--- src/rtl/brq_rf_pkg.sv ---
// Shared types and helpers for the BURAQ multi-port integer register file.
//   dbg_state_e : debug access FSM states
//   REG_ZERO    : hard-wired zero register index
//   REG_SP      : stack pointer index (non-zero reset value)
//   port_slice  : extract port `idx` of a packed per-port vector
package brq_rf_pkg;

    typedef enum logic {
        DBG_IDLE = 1'b0,
        DBG_ACK  = 1'b1
    } dbg_state_e;

    localparam int unsigned REG_ZERO = 0;
    localparam int unsigned REG_SP   = 2;

    // port_slice works on vectors of up to SliceVecW bits and slices of up
    // to SliceMaxW bits; callers zero-extend the input and truncate the result.
    localparam int unsigned SliceVecW = 256;
    localparam int unsigned SliceMaxW = 64;

    function automatic logic [SliceMaxW-1:0] port_slice(
        input logic [SliceVecW-1:0] vec,
        input int unsigned          idx,
        input int unsigned          width
    );
        logic [SliceMaxW-1:0] res;
        logic [7:0]           pos;
        res = '0;
        for (int unsigned b = 0; b < SliceMaxW; b++) begin
            if ((b < width) && ((idx * width + b) < SliceVecW)) begin
                pos    = 8'(idx * width + b);
                res[b] = vec[pos];
            end
        end
        return res;
    endfunction

endpackage

--- src/rtl/brq_rf_scoreboard.sv ---
// Per-register busy scoreboard.
//   brq_clk, brq_rst : clock, asynchronous active-low reset
//   iss_en, iss_addr : mark a destination register busy (issue)
//   we, waddr        : write-back ports; each active port clears its busy bit
//   raddr            : read indices whose busy bits are reported on rbusy
//   rbusy            : registered busy bit per read port, with write-back
//                      bypass override when BypassEn is set
// Register 0 is never busy.
module brq_rf_scoreboard
    import brq_rf_pkg::*;
#(
    parameter int unsigned AddrRegWidth = 5,
    parameter int unsigned NumRead      = 2,
    parameter int unsigned NumWrite     = 1,
    parameter int unsigned BypassEn     = 1
) (
    input  logic                    brq_clk,
    input  logic                    brq_rst,
    input  logic                    iss_en,
    input  logic [AddrRegWidth-1:0] iss_addr,
    input  logic [NumWrite-1:0]     we,
    input  logic [AddrRegWidth-1:0] waddr [NumWrite],
    input  logic [AddrRegWidth-1:0] raddr [NumRead],
    output logic [NumRead-1:0]      rbusy
);

    localparam int unsigned Depth = 2**AddrRegWidth;
    localparam logic [AddrRegWidth-1:0] ZeroIdx = AddrRegWidth'(REG_ZERO);

    logic [Depth-1:0] busy_q;
    logic [Depth-1:0] busy_d;

    // Clears first, then the set: a new producer issued in the same cycle
    // as the old one writes back is still outstanding.
    always_comb begin
        busy_d = busy_q;
        for (int unsigned j = 0; j < NumWrite; j++) begin
            if (we[j]) begin
                busy_d[waddr[j]] = 1'b0;
            end
        end
        if (iss_en) begin
            busy_d[iss_addr] = 1'b1;
        end
        busy_d[0] = 1'b0;
    end

    always_ff @(posedge brq_clk or negedge brq_rst) begin
        if (!brq_rst) begin
            busy_q <= '0;
        end else begin
            busy_q <= busy_d;
        end
    end

    // With bypass, a register being written this cycle is seen as ready
    // unless it is simultaneously re-issued.
    always_comb begin
        rbusy = '0;
        for (int unsigned k = 0; k < NumRead; k++) begin
            rbusy[k] = busy_q[raddr[k]];
            if (BypassEn != 0) begin
                for (int unsigned j = 0; j < NumWrite; j++) begin
                    if (we[j] && (waddr[j] == raddr[k])) begin
                        rbusy[k] = iss_en && (iss_addr == raddr[k]);
                    end
                end
            end
            if (raddr[k] == ZeroIdx) begin
                rbusy[k] = 1'b0;
            end
        end
    end

endmodule

--- src/rtl/brq_regfile_mp.sv ---
// Multi-port integer register file for the BURAQ core.
//   brq_clk, brq_rst      : clock, asynchronous active-low reset
//   raddr / rdata / rbusy : NumRead combinational read ports + busy bits
//   we / waddr / wdata    : NumWrite write-back ports (higher port wins)
//   iss_en / iss_addr     : scoreboard set on issue
//   dbg_*                 : debug access port (see handshake below)
//   mon_data              : stored contents of register MonReg
//   dbg_state             : current debug FSM state, for observation
// DataWidth must not exceed 64 (limit of port_slice).
//
// Debug handshake: the master raises dbg_req with dbg_we/dbg_addr/dbg_wdata
// stable and holds them until it sees dbg_ack. A request is accepted in a
// cycle where the FSM is idle and no write-back port is active; dbg_ack is
// high for exactly the following cycle, with dbg_rdata valid for reads and
// held afterwards. A request held through the ack cycle is taken as a new
// request, accepted one cycle later at the earliest.
module brq_regfile_mp
    import brq_rf_pkg::*;
#(
    parameter int unsigned          DataWidth    = 32,
    parameter int unsigned          AddrRegWidth = 5,
    parameter int unsigned          NumRead      = 2,
    parameter int unsigned          NumWrite     = 1,
    parameter int unsigned          BypassEn     = 1,
    parameter logic [DataWidth-1:0] SpResetVal   = 32'h0000_0200,
    parameter int unsigned          MonReg       = 15
) (
    input  logic                             brq_clk,
    input  logic                             brq_rst,
    input  logic [NumRead*AddrRegWidth-1:0]  raddr,
    output logic [NumRead*DataWidth-1:0]     rdata,
    output logic [NumRead-1:0]               rbusy,
    input  logic [NumWrite-1:0]              we,
    input  logic [NumWrite*AddrRegWidth-1:0] waddr,
    input  logic [NumWrite*DataWidth-1:0]    wdata,
    input  logic                             iss_en,
    input  logic [AddrRegWidth-1:0]          iss_addr,
    input  logic                             dbg_req,
    input  logic                             dbg_we,
    input  logic [AddrRegWidth-1:0]          dbg_addr,
    input  logic [DataWidth-1:0]             dbg_wdata,
    output logic                             dbg_ack,
    output logic [DataWidth-1:0]             dbg_rdata,
    output logic [DataWidth-1:0]             mon_data,
    output dbg_state_e                       dbg_state
);

    localparam int unsigned Depth = 2**AddrRegWidth;
    localparam logic [AddrRegWidth-1:0] ZeroIdx = AddrRegWidth'(REG_ZERO);
    localparam logic [AddrRegWidth-1:0] SpIdx   = AddrRegWidth'(REG_SP);
    localparam logic [AddrRegWidth-1:0] MonIdx  = AddrRegWidth'(MonReg);

    logic [DataWidth-1:0]    regs_q [Depth];
    logic [AddrRegWidth-1:0] ra     [NumRead];
    logic [AddrRegWidth-1:0] wa     [NumWrite];
    logic [DataWidth-1:0]    wd     [NumWrite];
    logic [DataWidth-1:0]    rd     [NumRead];

    always_comb begin
        for (int unsigned k = 0; k < NumRead; k++) begin
            ra[k] = AddrRegWidth'(port_slice(SliceVecW'(raddr), k, AddrRegWidth));
        end
        for (int unsigned j = 0; j < NumWrite; j++) begin
            wa[j] = AddrRegWidth'(port_slice(SliceVecW'(waddr), j, AddrRegWidth));
            wd[j] = DataWidth'(port_slice(SliceVecW'(wdata), j, DataWidth));
        end
    end

    // ---------------- debug FSM ----------------
    dbg_state_e state_q;
    dbg_state_e state_d;
    logic       accept;

    // Core write-back always has priority; debug simply waits.
    assign accept = (state_q == DBG_IDLE) && dbg_req && !(|we);

    always_comb begin
        state_d = state_q;
        case (state_q)
            DBG_IDLE: if (accept) state_d = DBG_ACK;
            DBG_ACK:  state_d = DBG_IDLE;
            default:  state_d = DBG_IDLE;
        endcase
    end

    always_ff @(posedge brq_clk or negedge brq_rst) begin
        if (!brq_rst) begin
            state_q <= DBG_IDLE;
        end else begin
            state_q <= state_d;
        end
    end

    assign dbg_ack   = (state_q == DBG_ACK);
    assign dbg_state = state_q;

    always_ff @(posedge brq_clk or negedge brq_rst) begin
        if (!brq_rst) begin
            dbg_rdata <= '0;
        end else if (accept && !dbg_we) begin
            dbg_rdata <= regs_q[dbg_addr];
        end
    end

    // ---------------- storage ----------------
    // Ascending port order makes the highest-numbered port win a collision.
    // Debug writes never coincide with core writes (accept requires none).
    always_ff @(posedge brq_clk or negedge brq_rst) begin
        if (!brq_rst) begin
            regs_q        <= '{default: '0};
            regs_q[SpIdx] <= SpResetVal;
        end else begin
            for (int unsigned j = 0; j < NumWrite; j++) begin
                if (we[j] && (wa[j] != ZeroIdx)) begin
                    regs_q[wa[j]] <= wd[j];
                end
            end
            if (accept && dbg_we && (dbg_addr != ZeroIdx)) begin
                regs_q[dbg_addr] <= dbg_wdata;
            end
        end
    end

    // ---------------- read ports ----------------
    always_comb begin
        for (int unsigned k = 0; k < NumRead; k++) begin
            rd[k] = regs_q[ra[k]];
            if (BypassEn != 0) begin
                for (int unsigned j = 0; j < NumWrite; j++) begin
                    if (we[j] && (wa[j] == ra[k])) begin
                        rd[k] = wd[j];
                    end
                end
            end
            if (ra[k] == ZeroIdx) begin
                rd[k] = '0;
            end
        end
    end

    for (genvar k = 0; k < NumRead; k++) begin : g_rdata
        assign rdata[k*DataWidth +: DataWidth] = rd[k];
    end

    assign mon_data = regs_q[MonIdx];

    brq_rf_scoreboard #(
        .AddrRegWidth (AddrRegWidth),
        .NumRead      (NumRead),
        .NumWrite     (NumWrite),
        .BypassEn     (BypassEn)
    ) u_scoreboard (
        .brq_clk  (brq_clk),
        .brq_rst  (brq_rst),
        .iss_en   (iss_en),
        .iss_addr (iss_addr),
        .we       (we),
        .waddr    (wa),
        .raddr    (ra),
        .rbusy    (rbusy)
    );

endmodule

--- config.mk ---
export PLATFORM = sky130hd
export DESIGN_NAME = brq_regfile_mp
export DESIGN_NICKNAME = d
export VERILOG_FILES = /design/src/rtl/brq_rf_pkg.sv /design/src/rtl/brq_rf_scoreboard.sv /design/src/rtl/brq_regfile_mp.sv
export SDC_FILE = /design/constraint.sdc
export NUM_CORES = 2
export LEC_CHECK = 0
export CORE_MARGIN = 10
export CORE_UTILIZATION = 40
export CTS_BUF_LIST = sky130_fd_sc_hd__clkbuf_8
export DETAILED_ROUTE_END_ITERATION = 16
export PLACE_DENSITY = 0.56
export RECOVER_POWER = 50
export SLEW_MARGIN = 0
export SYNTH_ARGS = -nofsm -noshare
export SYNTH_HDL_FRONTEND = slang
export SYNTH_HIERARCHICAL = 1
export SYNTH_SLANG_ARGS = --single-unit
--- constraint.sdc ---
create_clock -name brq_clk -period 2.7 [get_ports brq_clk]
set_input_delay 0.54 -clock brq_clk [delete_from_list [all_inputs] [get_ports brq_clk]]
set_output_delay 0.54 -clock brq_clk [all_outputs]
set_load 0.02 [all_outputs]
* Yosys cells after proc, flatten, opt, wreduce, memory -nomap -nowiden
Cells that the tools add are included.
Word-level totals: register bits after elaboration 1088, input port bits 95, output and inout port bits 132, word-level logic and storage cells 116
Operators by class: $lt $le $gt $ge 12, equal/unequal tests 4, mux-type cells 37, bitwise logic cells 8, reduce and logical (&&, ||, !) cells 20
Operator list (number):
- $bwmux 1024 | 2
- $mux 1024 | 2
- $bmux 32 s5 | 3
- $mux 32 | 14
- $demux 32 s5 | 2
- $and 32x32->32 | 1
- $not 32->32 | 1
- $or 32x32->32 | 1
- $ge 6x6->1 const B | 4
- $lt 5x6->1 const B | 4
- $not 5->6 | 4
- $eq 5x5->1 | 4
- $logic_and 1x1->1 | 14
- $lt 6x1->1 const B | 2
- $bmux 1 s5 | 2
- $demux 1 s5 | 2
- $ge 5x1->1 const B | 2
- $logic_not 5->1 | 2
- $reduce_bool 5->1 | 2
- $mux 1 | 9
- $logic_not 1->1 | 2
- $pmux 1 s2 | 1
- $not 1->1 | 1

* Depth between registers and ports, before layout
depth in word-level cells 9, depth in mapped cells 10

* By module
Netlist, hierarchy kept.
Modules (own cells, without submodules):
- brq_regfile_mp | times used 1, cells each 6839, area each 73533.0 um^2, seq. area each 26451.6 um^2
- brq_rf_scoreboard | times used 1, cells each 222, area each 2194.6 um^2, seq. area each 775.7 um^2

* Worst setup path before layout
OpenSTA, ideal clock, no wires.
path type in2out, start point in raddr[5], end point out rdata[34], arrival 2356 ps, required time 2160 ps, path slack -196 ps, stages 10, buffers on the path 6, path through buf_6 -> buf_12 -> buf_12 -> buf_12 -> buf_8 -> buf_12 -> mux2i_1 -> a221oi_1 -> a211oi_1 -> nor3_1
Between the ends: longest elaborated chain between the ends 6, elaborated cells on any way between the ends 9, those cells by class eq/ne: 1; mux: 5; bitwise: 1; reduce/logical: 2
Ends and longest elaborated chain:
- start: declaration | line brq_regfile_mp.sv:30 | input logic [NumRead*AddrRegWidth-1:0] raddr,
- $not 5->6 (not written as such) | line brq_regfile_mp.sv:127 | rd[k] = regs_q[ra[k]];
- $bmux 32 s5 | line brq_regfile_mp.sv:127
- $mux 32 (not written as such) (2 in a row) | line brq_regfile_mp.sv:127
- $mux 32 | line brq_regfile_mp.sv:130 | if (we[j] && (wa[j] == ra[k])) begin
- $mux 32 * | line brq_regfile_mp.sv:135 | if (ra[k] == ZeroIdx) begin
- end: declaration | line brq_regfile_mp.sv:31 | output logic [NumRead*DataWidth-1:0] rdata,
Mark *: on every way between the ends. The rest lies on a longest branch, timed or not. The select of a mux whose other input is x is not followed.

* Worst setup path after layout
start point reg regs_q[324] (netlist name), end point out rdata[4]
Between the ends: longest elaborated chain between the ends 5
Ends and longest elaborated chain:
- start: declaration | line brq_regfile_mp.sv:53 | logic [DataWidth-1:0] regs_q [Depth];
- start signal: indexed assignment | line brq_regfile_mp.sv:111 | regs_q[SpIdx] <= SpResetVal;
- start signal: indexed assignment | line brq_regfile_mp.sv:115 | regs_q[wa[j]] <= wd[j];
- start signal: indexed assignment | line brq_regfile_mp.sv:119 | regs_q[dbg_addr] <= dbg_wdata;
- $bmux 32 s5 | line brq_regfile_mp.sv:127
- $mux 32 (not written as such) (2 in a row) | line brq_regfile_mp.sv:127
- $mux 32 | line brq_regfile_mp.sv:130
- $mux 32 | line brq_regfile_mp.sv:135
Every way passes these cells. The select of a mux whose other input is x is not followed.

==> qor.yml <==
status:
  run_status: "finished with violations"
  failed_checks: "max-capacitance violations, max-slew violations, negative setup slack"
pwr:
  netSwitchingFraction_pct: 35.5
  sequentialPowerShare_pct: 36.3
  power_density_nw_per_um2: 668
  p_sw_uw: 23400
  total_leakage_power_uw: 0.0438
  ir_drop_mv: 0.541
  combPwrFrac_pct: 37.9
  intPower_uw: 42600
  power.clock.fraction_pct: 25.8
synth:
  yosys_register_bits: 1088
  synth_adder_area_share_pct: 0
  synthFlopType: "dfrtp_1"
  yosysUniqueCellTypes: 76
  synth_compound_gate_area_share_pct: 12.6
  synth-warning-count: 6
  share_of_the_synthesized_area_in_the_top_cell_type_pct: 35.9
  synth_sequential_area_ratio_pct: 36.0
  synth.area.mux_share_pct: 37.4
  synth_area_um2: 75700
  area_leader_netlist: "dfrtp_1"
  syn_nets: 7156
  synth.area.top_cells: "dfrtp_1, mux4_2, mux2i_1"
  synth.avg_cell_area_um2: 10.7
  synth_enable_flop_cells: 0
  yosys.area_share.xor_xnor_pct: 0.347
  synthArstFlopShare_pct: 100
  dominant_combinational_cell_family_by_area_after_synthesis: "multiplexers"
  post_synthesis_simple_gate_area_fraction_pct: 8.01
  syn-instance-count: 7061
sta:
  unrepaired_setup_endpoints_after_global_routing: "yes"
  worst_slew_pin_slew_ns: 1.54
  relative_slew_slack_pct: -2.48
  timing.hold.ws_ns: 0.140
  max_clock_freq_ghz: 0.275
  layout_setup_ws_ns: -0.942
  final.setup.tns_ns: -46.74
  finalCriticalPeriod_ns: 3.64
  final_hold_viol_count: 0
  fin_worst_skew_ns: 0.0623
  timing_max_transition_violations_final: 47
  ratio_of_final_minimum_period_to_clock_period_pct: 135
  report.final.setup_viol: 67
clocking:
  clkSinkCount: 1088
  cts_made_buffers: 205
  clock-root-buffer: "clkbuf_8"
  cts_tree: "yes"
  cts-htree-levels: 4
  worstSkewPairLatency_ns: 1.02
  cts.reportedPaths.clkPinSlew_ns: 0.06
  clockBufferDepth: 3
hold_path:
  hold_class: "in2reg"
  min_from: "dbg_addr[2]"
  hold_path_end: "regs_q[582]$_DFF_PN0_"
  whs_path_depth: 4
run:
  max_capacitance_violation_total: 1
finish:
  ff_latch_area_um2: 27200
  nFillCells: 16400
  area_of_the_multi_input_gates_um2: 47000
  utilization_after_layout_pct: 52.6
  synthToLayoutAreaGrowth_pct: 30.5
  layout-drive-gt1-share_pct: 37.2
  final_nets: 8175
grt:
  first_pass_grt_wire_length_um: 551000
  globalRouteTotalUtil_pct: 37.5
  initial_antenna_violation_count: 16
  maximum_number_of_pins_on_one_net_before_global_route_repair: 78
  grt.overflow.total: 0
  number_of_global_route_vias_before_repair: 70100
route:
  drt_wirelength_um: 399000
  final_ant_viol_nets: 0
  detail_route.iter0.violations: 10700
  routed_wire_length_per_instance_um: 37.2
  drtPass1Iterations: 9
  drc_violation_count_after_routing: 0
  detailroute.via_count: 71900
  avgViaCountPerCell: 6.70
floorplanning:
  dieWidth_um: 455
  initial_util_pct: 40.3
  core_area_um2: 188000
  die_area_um2: 207000
  placementRows: 159
  pin_count: 227
  fp.dieH_um: 455
worst_setup_path:
  critPathCaptureType: "output pin"
  critical_path_peak_fanout: 3
  timing_worst_setup_path_type: "reg2out"
  timing.reg2reg.setup_slack_ns: -0.02
  critical_path.startpoint_type: "flip-flop"
  timing.critical_path.required_ns: 2.16
  worst_ep_arrival_time_ns: 3.10
  rr_worst_depth: 7
  crit-reg2reg-launch: "regs_q[0]$_DFF_PN0_"
  timing.rr.end: "dbg_rdata[0]$_DFFE_PN0P_"
place:
  io_buffers: 226
  gpl.final_weighted_congestion: 1.00
  dp_hpwl_um: 274000
==> worst max-delay path by stage <==
stage / from / end / slack [ns]
2_1_floorplan: raddr[5] / rdata[58] / -0.01
3_3_place_gp: raddr[0] / rdata[6] / -1.99
3_5_place_dp: waddr[3] / rdata[7] / -1.79
4_1_cts: regs_q[260]$_DFF_PN0_ / rdata[4] / -1.02
5_1_grt: regs_q[324]$_DFF_PN0_ / rdata[4] / -0.93
6_report: regs_q[324]$_DFF_PN0_ / rdata[4] / -0.94
==> logic make-up (layout without fill, tap and decap cells) <==
group	count (synthesis)	in the layout
AND/OR/NAND/NOR	1456	1456
XOR/XNOR	30	30
AO/OA/AOI/OAI	1610	1610
buffers and inverters	921	2081
flip-flops	1088	1088
multiplexers	1956	1956
other	0	9
==> worst max-delay path, stage by stage (launching register included) <==
cell and delay [ns]:
dfrtp_1 0.39, buf_4 0.15, mux4_2 0.49, a22oi_2 0.46, a21oi_2 0.11, a211o_4 0.34, buf_12 0.15
==> state kept, by name, indices dropped and copies added, names as in the netlist <==
name,count
regs_q,992
dbg_rdata,32
mon_data,32
u_scoreboard/busy_q,31
dbg_ack,1
==> power by group through the flow <==
| stage | clock network (uW) | registers (uW) | logic [uW] |
|---|---|---|---|
| floorplan | 0 | 23200 | 12800 |
| CTS | 17100 | 23700 | 24100 |
| global placement | 0 | 23700 | 22200 |
| finish | 17000 | 24000 | 25000 |
| global route | 17800 | 24300 | 26200 |
| detailed placement | 0 | 24000 | 22600 |
==> final cells by class <==
cell class / instances / area share [%]
Antenna cell: 9 / 0.0228
Clock buffer: 265 / 3.69
Clock inverter: 83 / 0.471
Inverter: 8 / 0.0317
Multi-Input combinational cell: 5052 / 47.6
Sequential cell: 1088 / 27.6
Tap cell: 2495 / 3.16
Timing Repair Buffer: 1725 / 17.5
==> stage by stage <==
step | total power, uW | area, um^2 | instances | setup slack (ns)
finish | 66000 | 98800 | 10700 | -0.942
global route | 68300 | 98800 | 10700 | -0.934
CTS | 64900 | 98200 | 10700 | -1.02
detailed placement | 46600 | 91400 | 10300 | -1.79
global placement | 45900 | 91400 | 10300 | -1.99
floorplan | 36000 | 76000 | 7061 | -0.0125
==> layout by cell type (no fill, tap or decap), types with 53 or more instances in the layout <==
cell | synthesis | layout
a21oi_1 | 860 | 821
buf_12 | 6 | 270
buf_4 | 72 | 1123
buf_6 | 21 | 130
clkbuf_8 | 1 | 265
clkdlybuf4s50_1 | 0 | 84
dfrtp_1 | 1087 | 1081
dlygate4sd2_1 | 0 | 54
inv_1 | 7 | 63
mux2_2 | 94 | 94
mux2i_1 | 1175 | 1136
mux4_2 | 679 | 685
nand2_1 | 267 | 253
nor2_1 | 949 | 929
o21ai_0 | 237 | 236
o22ai_1 | 66 | 53
==> routing by layer <==
| metal | wire length [um] | global-route usage (%) | vias to the layer above |
|---|---|---|---|
| li1 | - | - | 28500 |
| met1 | 147000 | 47.9 | 36200 |
| met2 | 163000 | 52.1 | 5625 |
| met3 | 54800 | 14.4 | 1482 |
| met4 | 33300 | 25.9 | 12 |
| met5 | 196 | 0 | - |
==> synthesized netlist by cell type, drive strengths merged, types with 4 or more instances <==
master,instances
o22a,8
o221ai,15
clkbuf,531
o22ai,66
a211o,16
a221oi,62
nor2b,24
or3,8
nor3,60
mux4,687
a2111oi,19
nand2b,16
mux2i,1175
xor2,24
xnor2,6
nand3,34
o211ai,11
nor4,10
inv,7
a22o,25
or2,5
or3b,8
o21bai,5
a21oi,860
nand3b,13
nand2,267
buf,382
o2111ai,4
a211oi,70
o21ai,245
nand4,8
a22oi,93
mux2,94
dfrtp,1087
and2,28
a31oi,46
nor3b,4
nor2,953
and3,10
a221o,42
a2bb2oi,7
==> what timing repair did <==
| item | 4_1_cts | 5_1_grt |
|---|---|---|
| buffers inserted | 98 | 34 |
| endpoints found under the setup margin | 121 | 66 |
| hold buffers | 2 | 0 |
| resized for setup | 673 | 125 |
| hold endpoints to repair | 303 | 0 |
| pin swaps | 152 | 92 |
| gates cloned | 5 | 1 |
Power figures use the tool's default switching activity.
